<file path="src/rtl/regfile_sb_if.sv">
// Bus bundle for regfile_sb: write port, two read ports, scoreboard reserve and clear control.
// The master drives addresses, data and commands; the slave returns read data, pending bits and busy.
interface regfile_sb_if #(
    parameter int DATA_W = 8,
    parameter int ADDR_W = 3
);
    logic              write;
    logic [ADDR_W-1:0] w_addr;
    logic [DATA_W-1:0] in;
    logic [ADDR_W-1:0] r_addr1;
    logic [ADDR_W-1:0] r_addr2;
    logic [DATA_W-1:0] out1;
    logic [DATA_W-1:0] out2;
    logic              reserve;
    logic [ADDR_W-1:0] res_addr;
    logic              pend1;
    logic              pend2;
    logic              clr;
    logic              busy;

    modport master (
        output write, w_addr, in, r_addr1, r_addr2, reserve, res_addr, clr,
        input  out1, out2, pend1, pend2, busy
    );

    modport slave (
        input  write, w_addr, in, r_addr1, r_addr2, reserve, res_addr, clr,
        output out1, out2, pend1, pend2, busy
    );
endinterface

</file>
<file path="src/rtl/regfile_sb.sv">
// Register file with a per-entry pending-write scoreboard and a one-entry-per-cycle clear sweep.
// Optional feature macro REGFILE_BYPASS_EN: forwards the in-flight write to matching read ports.
module regfile_sb #(
    parameter int DATA_W = 8,
    parameter int ADDR_W = 3
) (
    input  logic          clk,
    input  logic          rst,
    regfile_sb_if.slave   bus
);
    localparam int DEPTH = 1 << ADDR_W;

    typedef enum logic {IDLE, CLEAR} state_t;

    state_t            state_reg, state_next;
    logic [ADDR_W-1:0] cnt_reg, cnt_next;

    logic [DATA_W-1:0] mem_view  [DEPTH];
    logic [DEPTH-1:0]  pend_view;

    logic idle;
    logic start_clr;
    logic wr_ok;
    logic rs_ok;

    // A clr edge in IDLE swallows that cycle's write and reserve.
    assign idle      = (state_reg == IDLE);
    assign start_clr = idle && bus.clr;
    assign wr_ok     = idle && !bus.clr && bus.write;
    assign rs_ok     = idle && !bus.clr && bus.reserve;

    always_ff @(posedge clk or posedge rst) begin
        if (rst) begin
            state_reg <= IDLE;
            cnt_reg   <= '0;
        end else begin
            state_reg <= state_next;
            cnt_reg   <= cnt_next;
        end
    end

    always_comb begin
        state_next = state_reg;
        cnt_next   = cnt_reg;
        case (state_reg)
            IDLE: begin
                if (bus.clr) begin
                    state_next = CLEAR;
                    cnt_next   = '0;
                end
            end
            CLEAR: begin
                cnt_next = cnt_reg + 1'b1;
                if (cnt_reg == ADDR_W'(DEPTH - 1)) begin
                    state_next = IDLE;
                end
            end
            default: begin
                state_next = IDLE;
                cnt_next   = '0;
            end
        endcase
    end

    genvar gi;
    generate
        for (gi = 0; gi < DEPTH; gi++) begin : g_entry
            logic [DATA_W-1:0] data_reg;
            logic              pend_reg;
            logic              sweep_hit;
            logic              wr_hit;
            logic              rs_hit;

            assign sweep_hit = (state_reg == CLEAR) && (cnt_reg == ADDR_W'(gi));
            assign wr_hit    = wr_ok && (bus.w_addr == ADDR_W'(gi));
            assign rs_hit    = rs_ok && (bus.res_addr == ADDR_W'(gi));

            // Reserve is checked before write so a same-cycle reserve leaves the entry pending.
            always_ff @(posedge clk or posedge rst) begin
                if (rst) begin
                    data_reg <= '0;
                    pend_reg <= 1'b0;
                end else begin
                    if (sweep_hit) begin
                        data_reg <= '0;
                    end else if (wr_hit) begin
                        data_reg <= bus.in;
                    end

                    if (start_clr) begin
                        pend_reg <= 1'b0;
                    end else if (rs_hit) begin
                        pend_reg <= 1'b1;
                    end else if (wr_hit) begin
                        pend_reg <= 1'b0;
                    end
                end
            end

            assign mem_view[gi]  = data_reg;
            assign pend_view[gi] = pend_reg;
        end
    endgenerate

    assign bus.busy = (state_reg == CLEAR);

    always_comb begin
        bus.out1  = mem_view[bus.r_addr1];
        bus.out2  = mem_view[bus.r_addr2];
        bus.pend1 = pend_view[bus.r_addr1];
        bus.pend2 = pend_view[bus.r_addr2];
`ifdef REGFILE_BYPASS_EN
        // Forwarded reads see the post-edge view: new data, pending only if reserved too.
        if (bus.write && idle && (bus.r_addr1 == bus.w_addr)) begin
            bus.out1  = bus.in;
            bus.pend1 = bus.reserve && (bus.res_addr == bus.w_addr);
        end
        if (bus.write && idle && (bus.r_addr2 == bus.w_addr)) begin
            bus.out2  = bus.in;
            bus.pend2 = bus.reserve && (bus.res_addr == bus.w_addr);
        end
`endif
    end
endmodule

</file>
<file path="src/flat_wrapper.sv">
// flat-port wrapper written by rule: the top's interface ports become plain ports
module regfile_sb_flat 
#(
    parameter int DATA_W = 8,
    parameter int ADDR_W = 3
)
  (clk, rst, bus_write, bus_w_addr, bus_in, bus_r_addr1, bus_r_addr2, bus_reserve, bus_res_addr, bus_clr, bus_out1, bus_out2, bus_pend1, bus_pend2, bus_busy);
  regfile_sb_if #(.DATA_W(DATA_W), .ADDR_W(ADDR_W)) bus_i ();
  input  logic clk;
  input  logic rst;
  input wire logic [$bits(bus_i.write)-1:0] bus_write;
  input wire logic [$bits(bus_i.w_addr)-1:0] bus_w_addr;
  input wire logic [$bits(bus_i.in)-1:0] bus_in;
  input wire logic [$bits(bus_i.r_addr1)-1:0] bus_r_addr1;
  input wire logic [$bits(bus_i.r_addr2)-1:0] bus_r_addr2;
  input wire logic [$bits(bus_i.reserve)-1:0] bus_reserve;
  input wire logic [$bits(bus_i.res_addr)-1:0] bus_res_addr;
  input wire logic [$bits(bus_i.clr)-1:0] bus_clr;
  output wire logic [$bits(bus_i.out1)-1:0] bus_out1;
  output wire logic [$bits(bus_i.out2)-1:0] bus_out2;
  output wire logic [$bits(bus_i.pend1)-1:0] bus_pend1;
  output wire logic [$bits(bus_i.pend2)-1:0] bus_pend2;
  output wire logic [$bits(bus_i.busy)-1:0] bus_busy;
  assign bus_i.write = bus_write;
  assign bus_i.w_addr = bus_w_addr;
  assign bus_i.in = bus_in;
  assign bus_i.r_addr1 = bus_r_addr1;
  assign bus_i.r_addr2 = bus_r_addr2;
  assign bus_i.reserve = bus_reserve;
  assign bus_i.res_addr = bus_res_addr;
  assign bus_i.clr = bus_clr;
  assign bus_out1 = bus_i.out1;
  assign bus_out2 = bus_i.out2;
  assign bus_pend1 = bus_i.pend1;
  assign bus_pend2 = bus_i.pend2;
  assign bus_busy = bus_i.busy;
  regfile_sb #(.DATA_W(DATA_W), .ADDR_W(ADDR_W)) u_core (.clk(clk), .rst(rst), .bus(bus_i));
endmodule
</file>
<file path="config.mk">
export PLATFORM = sky130hd
export DESIGN_NAME = regfile_sb_flat
export DESIGN_NICKNAME = d
export VERILOG_FILES = /design/src/rtl/regfile_sb_if.sv /design/src/rtl/regfile_sb.sv /design/src/flat_wrapper.sv
export SDC_FILE = /design/constraint.sdc
export NUM_CORES = 1
export LEC_CHECK = 0
export ABC_AREA = 1
export CORE_ASPECT_RATIO = 0.5
export CORE_MARGIN = 5
export CORE_UTILIZATION = 50
export CTS_CLUSTER_DIAMETER = 100
export CTS_CLUSTER_SIZE = 40
export DETAILED_ROUTE_END_ITERATION = 8
export DONT_BUFFER_PORTS = 1
export PLACE_DENSITY = 0.61
export SETUP_SLACK_MARGIN = 0.05
export SLEW_MARGIN = 0
export SYNTH_ARGS = -nofsm -noshare
export SYNTH_HDL_FRONTEND = slang
export SYNTH_SLANG_ARGS = --single-unit
</file>
<file path="constraint.sdc">
create_clock -name clk -period 5.3 [get_ports clk]
set_input_delay 1.325 -clock clk [delete_from_list [all_inputs] [get_ports clk]]
set_output_delay 1.325 -clock clk [all_outputs]
set_load 0.05 [all_outputs]
</file>
==> results of run 1 <==
-- cell type report --
type                    instances  area (um2)  area share
inverters                      95         357      0.0675
well taps                     135         169      0.0320
flip-flops and latches         76        1900       0.360
multi-input cells             576        2520       0.476
clock buffers                  11         233      0.0440
repair buffers                  1        7.51     0.00142
clock inverters                 5         100      0.0189
-- cells in the final DEF (no fill, tap or decap), types with 3 or more instances in the layout --
master / Yosys / routed
nor2_1: 5 / 5
o21ai_1: 3 / 3
clkbuf_16: 0 / 9
nor2_2: 7 / 7
inv_1: 85 / 84
o21ai_0: 3 / 3
nand2_2: 9 / 9
nand3_1: 191 / 191
nand2_1: 349 / 349
inv_2: 8 / 9
dfrtp_1: 76 / 76
ha_1: 6 / 6
bufinv_16: 0 / 3
-- critical path, stage by stage --
cell and delay (ns):
inv_2 0.43, nand2_1 0.12, nand3_1 0.11, nand2_1 0.08
nand2_1 0.07, nand2_1 0.31
-- stage by stage --
step / util / instance area [um2] / total power, mW / instances / worst slack (ns)
detailed placement: 0.518 / 4950 / 1.48 / 883 / 1.54
global route: 0.552 / 5290 / 2.31 / 899 / 1.38
CTS: 0.552 / 5290 / 2.16 / 899 / 1.54
finish: 0.552 / 5290 / 2.18 / 899 / 1.52
floorplan: - / 4960 / 1.31 / 784 / 1.64
global placement: 0.518 / 4950 / 1.47 / 883 / 1.54
-- report_power, final --
group / switching [mW] / total, mW / internal, mW
combinational: 0.493 / 0.662 / 0.169
clock: 0.234 / 0.692 / 0.459
sequential: 0.114 / 0.826 / 0.712
-- worst paths after layout --
kind	to	slack, ns	cells after the start
min reg2reg	u_core.g_entry[4].data_reg[6]$_DFFE_PP0P_	0.50	2
max	bus_out1[5]	1.52	6
max reg2reg	u_core.g_entry[3].data_reg[5]$_DFFE_PP0P_	2.83	6
min in group asynchronous	u_core.g_entry[5].pend_reg$_DFFE_PP0P_	1.04	1
max in group asynchronous	u_core.g_entry[2].data_reg[0]$_DFFE_PP0P_	3.25	2
min	u_core.g_entry[4].data_reg[6]$_DFFE_PP0P_	0.50	2
-- kinds of logic after synthesis --
family          share of synthesized area
compound gates                    0.00731
simple gates                        0.485
flops                               0.383
buf+inv                             0.110
fa+ha+maj                          0.0151
-- routing by layer --
| layer | up-vias | track usage | wire [um] |
|---|---|---|---|
| met5 | - | 0 | 0 |
| met4 | 0 | 0.0497 | 165 |
| met3 | 15 | 0.148 | 2690 |
| met2 | 247 | 0.357 | 6010 |
| met1 | 2342 | 0.468 | 8470 |
| li1 | 2396 | - | - |
==> impl_metrics.json, run 1 <==
{
  "grt_max_degree": 49,
  "synth_common_cells": "nand2_1, nand3_1, inv_1",
  "hold_violations": 0,
  "count_of_antenna_diodes_in_the_layout": 0,
  "final_layout_size_suffix_gt1_frac": 0.0550,
  "global_route_wire_length_before_repair_um": 26700,
  "ys_dominant_reg_cell": "dfrtp_1",
  "critPathKind": "primary input to output port",
  "synth.ff_latch_count": 76,
  "synthesis.nets": 815,
  "p_per_area_mw_per_mm2": 412,
  "post-synth-top-area-fraction": 0.383,
  "fin_worst_hold_slack_ns": 0.498,
  "start_util": 0.519,
  "finalCritPeriodShare": 0.713,
  "worst_slew_pin_slew_ns": 0.877,
  "drv_cap": 0,
  "power_leakage_nw": 3.08,
  "cts_inserted_buffers": 9,
  "globalRouteOverflowTotal": 0,
  "areaGrowthSynthToFinish_pct": 6.48,
  "final_net_count": 790,
  "drt_pre_antenna_iters": 7,
  "routed-via-count": 5000,
  "core-area_mm2": 0.00957,
  "clock_skew_ns": 0.00228,
  "placement_rows": 25,
  "gp_congestion": 0.886,
  "slew-limit-headroom": 0.415,
  "die_h_um": 80.5,
  "synthesis.instances": 784,
  "fp.dieArea_mm2": 0.0121,
  "slew_viol_final": 0,
  "pin_count": 44,
  "post_cts_resize_count": 0,
  "worst_ep_arrival_ns": 2.45,
  "status": "complete, no violations",
  "grt_antenna_before_repair": 0,
  "async_reset_ff_frac": 1.00,
  "synth.distinct_cells": 19,
  "cts_post_setup_buffers_inserted": 0,
  "cts.root.buffer_cell": "clkbuf_16",
  "clock_network_latency_to_the_later_pin_of_the_worst_skew_pair_ns": 0.33,
  "cts.hold.buffers_added": 0,
  "fin_tns_setup_ns": 0,
  "synth.avg_cell_area_um2": 6.33,
  "synth_seq_area_share": 0.383,
  "yosysMostFrequentCell": "nand2_1",
  "largest_register_ffs": 64,
  "tritoncts": "built",
  "synth.cell_area_mm2": 0.00496,
  "yosysTopAreaCell": "dfrtp_1",
  "first_global_vias": 4525,
  "timing.critical_path.from_type": "primary input",
  "fmax_mhz": 265,
  "postRouteAntennaNets": 0,
  "worst_r2r_startpoint": "u_core.bus.busy$_DFF_PP0_",
  "synth.top_cells.by_area": "dfrtp_1, nand2_1, nand3_1, inv_1, buf_2",
  "critical_path.max_fanout": 37,
  "nFillCells": 1010,
  "finalCriticalPeriod_ns": 3.78,
  "timing.critical_path.from": "bus_r_addr1[0]",
  "worstPathRequired_ns": 3.97,
  "clock_tree.htree_level_count": 3,
  "ir_drop_mv": 0.318,
  "min-delay-start": "u_core.g_entry[4].data_reg[6]$_DFFE_PP0P_",
  "rsz_0062_raised_after_global_routing": "no",
  "critical_path_capture_point_type": "output port",
  "detail_route.vias_per_cell": 5.56,
  "synthesis.yosys.warnings": 0,
  "die_width_um": 151,
  "place.port_buffers": 0,
  "clk_path_buf_depth": 2,
  "grt_util_all_layers": 0.299,
  "dp_hpwl_um": 12600,
  "setup_viol": 0,
  "remaining_drc_errors": 0,
  "tritoncts_num_sinks": 76,
  "synth-edff-count": 0,
  "min_path_type": "register to register",
  "totalWireLength_um": 17300,
  "clk_transition_reported_paths_ns": 0.06,
  "detail_route.iter0.violations": 444,
  "route.detailed.wl_per_inst_um": 19.3
}
(Power assumes the default switching activity.)
==> run 2: changes to the inputs <==
PLACE_DENSITY = 0.64   (was 0.61)
clock period = 3.1 ns   (was 5.3 ns; I/O delays follow)
==> run 2 against run 1 <==
Net effect:
- sequential share of layout area about the same
- via count increased by 0.50%
- register-to-register slack got worse by 1.4 ns
- die area unchanged
- combinational power increased by 75%
- first-iteration DRC count increased by 22%
- non-clock buffer count increased by 4
- sequential power increased by 71%
- global-route usage decreased by 0.49 points
- setup slack got worse by 1.1 ns
- critical path depth unchanged
- hold slack got worse by 0.089 ns
- critical path type unchanged
- critical endpoint is now bus_pend1
- largest cell class unchanged
==> impl_metrics.json, run 2 (synthesized netlist as in run 1, its figures left out) <==
{
  "final_layout_size_suffix_gt1_frac": 0.0600,
  "gp_congestion": 0.935,
  "die_h_um": 80.5,
  "slew-limit-headroom": 0.577,
  "place.port_buffers": 0,
  "fmax_mhz": 377,
  "finalCritPeriodShare": 0.856,
  "power_leakage_nw": 3.09,
  "layout.cells.most_common_list": "nand2_1, nand3_1, inv_1",
  "tritoncts_num_sinks": 76,
  "finalCriticalPeriod_ns": 2.65,
  "core-area_mm2": 0.00957,
  "worst_r2r_startpoint": "u_core.bus.busy$_DFF_PP0_",
  "areaGrowthSynthToFinish_pct": 6.58,
  "cts.hold.buffers_added": 0,
  "global_route_wire_length_before_repair_um": 26300,
  "route.detailed.wl_per_inst_um": 18.8,
  "timing.critical_path.from_type": "primary input",
  "grt_antenna_before_repair": 0,
  "placement_rows": 25,
  "pre_cts_ws_ns": 0.497,
  "min_path_type": "primary input to asynchronous set/reset pin",
  "start_util": 0.519,
  "setup_viol": 0,
  "critPathKind": "primary input to output port",
  "ir_drop_mv": 0.475,
  "final_net_count": 794,
  "pin_count": 44,
  "fin_worst_hold_slack_ns": 0.409,
  "clock_tree.htree_level_count": 3,
  "postRouteAntennaNets": 0,
  "nFillCells": 1004,
  "fin_tns_setup_ns": 0,
  "reg2reg_to": "u_core.g_entry[2].data_reg[4]$_DFFE_PP0P_",
  "routed-via-count": 5025,
  "count_of_antenna_diodes_in_the_layout": 0,
  "cts_inserted_buffers": 9,
  "worst_slew_pin_slew_ns": 0.633,
  "worstPathRequired_ns": 2.32,
  "totalWireLength_um": 17000,
  "cts.root.buffer_cell": "clkbuf_16",
  "grt_util_all_layers": 0.294,
  "r2r_slack_ns": 1.40,
  "detail_route.iter0.violations": 542,
  "worst-r2r-cell-count": 6,
  "rsz_0062_raised_after_global_routing": "no",
  "clk_transition_reported_paths_ns": 0.06,
  "total_power_mw": 3.58,
  "tritoncts": "built",
  "cts_post_setup_buffers_inserted": 0,
  "largest_register_ffs": 64,
  "detail_route.vias_per_cell": 5.57,
  "first_global_vias": 4477,
  "fp.dieArea_mm2": 0.0121,
  "post_cts_resize_count": 0,
  "remaining_drc_errors": 0,
  "critical_path.max_fanout": 37,
  "drv_cap": 0,
  "grt_max_degree": 38,
  "slew_viol_final": 0,
  "drt_pre_antenna_iters": 6,
  "globalRouteOverflowTotal": 0,
  "status": "complete, no violations",
  "clock_network_latency_to_the_later_pin_of_the_worst_skew_pair_ns": 0.33,
  "hold_violations": 0,
  "worst_ep_arrival_ns": 1.88,
  "finalWorstSetupSlack_ns": 0.446,
  "dp_hpwl_um": 12500,
  "critical_path_capture_point_type": "output port",
  "clk_path_buf_depth": 2,
  "die_width_um": 151,
  "final_common_cell": "nand2_1",
  "clock_skew_ns": 0.00480,
  "p_per_area_mw_per_mm2": 677
}
-- run 2: worst max path at each step --
stage / from / endpoint / slack [ns]
2_1_floorplan: rst / u_core.bus.busy$_DFF_PP0_ / 0.39
3_3_place_gp: bus_r_addr2[0] / bus_out2[5] / 0.52
3_5_place_dp: bus_r_addr1[0] / bus_out1[5] / 0.50
4_1_cts: bus_r_addr1[0] / bus_pend1 / 0.49
5_1_grt: bus_r_addr1[0] / bus_out1[2] / 0.30
6_report: bus_r_addr1[0] / bus_pend1 / 0.45
-- run 2: critical path, cell delays in order --
cell	delay (ns)
inv_2	0.41
nand2_1	0.12
nand3_1	0.10
nand2_1	0.07
nand2_1	0.07
nand2_1	0.32
-- run 2: per-layer routing --
layer / up-vias / part of all wire / wire length [um] / global-route usage
met5: - / 0 / 0 / 0
met2: 300 / 0.35 / 5950 / 0.349
met3: 17 / 0.17 / 2960 / 0.170
met4: 0 / 0.0085 / 145 / 0.0552
met1: 2309 / 0.47 / 7940 / 0.444
li1: 2399 / - / - / -
-- run 2: cell type report --
class                           count  area [um2]  area share
Tap cell                          135         169      0.0319
Multi-Input combinational cell    576        2520       0.476
Sequential cell                    76        1900       0.359
Clock inverter                      5        53.8      0.0102
Clock buffer                       10         229      0.0433
Inverter                           95         357      0.0674
Timing Repair Buffer                5        62.6      0.0118
-- run 2: report_power, final --
group,switching [mW],internal [mW]
clock,0.393,0.616
combinational,0.857,0.303
sequential,0.196,1.22
-- run 2: metrics by stage --
| step | cell area, um2 | std cells | utilization |
|---|---|---|---|
| 3_3_place_gp | 5010 | 887 | 0.523 |
| 4_1_cts | 5290 | 902 | 0.553 |
| 6_report | 5290 | 902 | 0.553 |
| 3_5_place_dp | 5010 | 887 | 0.523 |
| 5_1_grt | 5290 | 902 | 0.553 |
| 2_1_floorplan | 4960 | 784 | - |
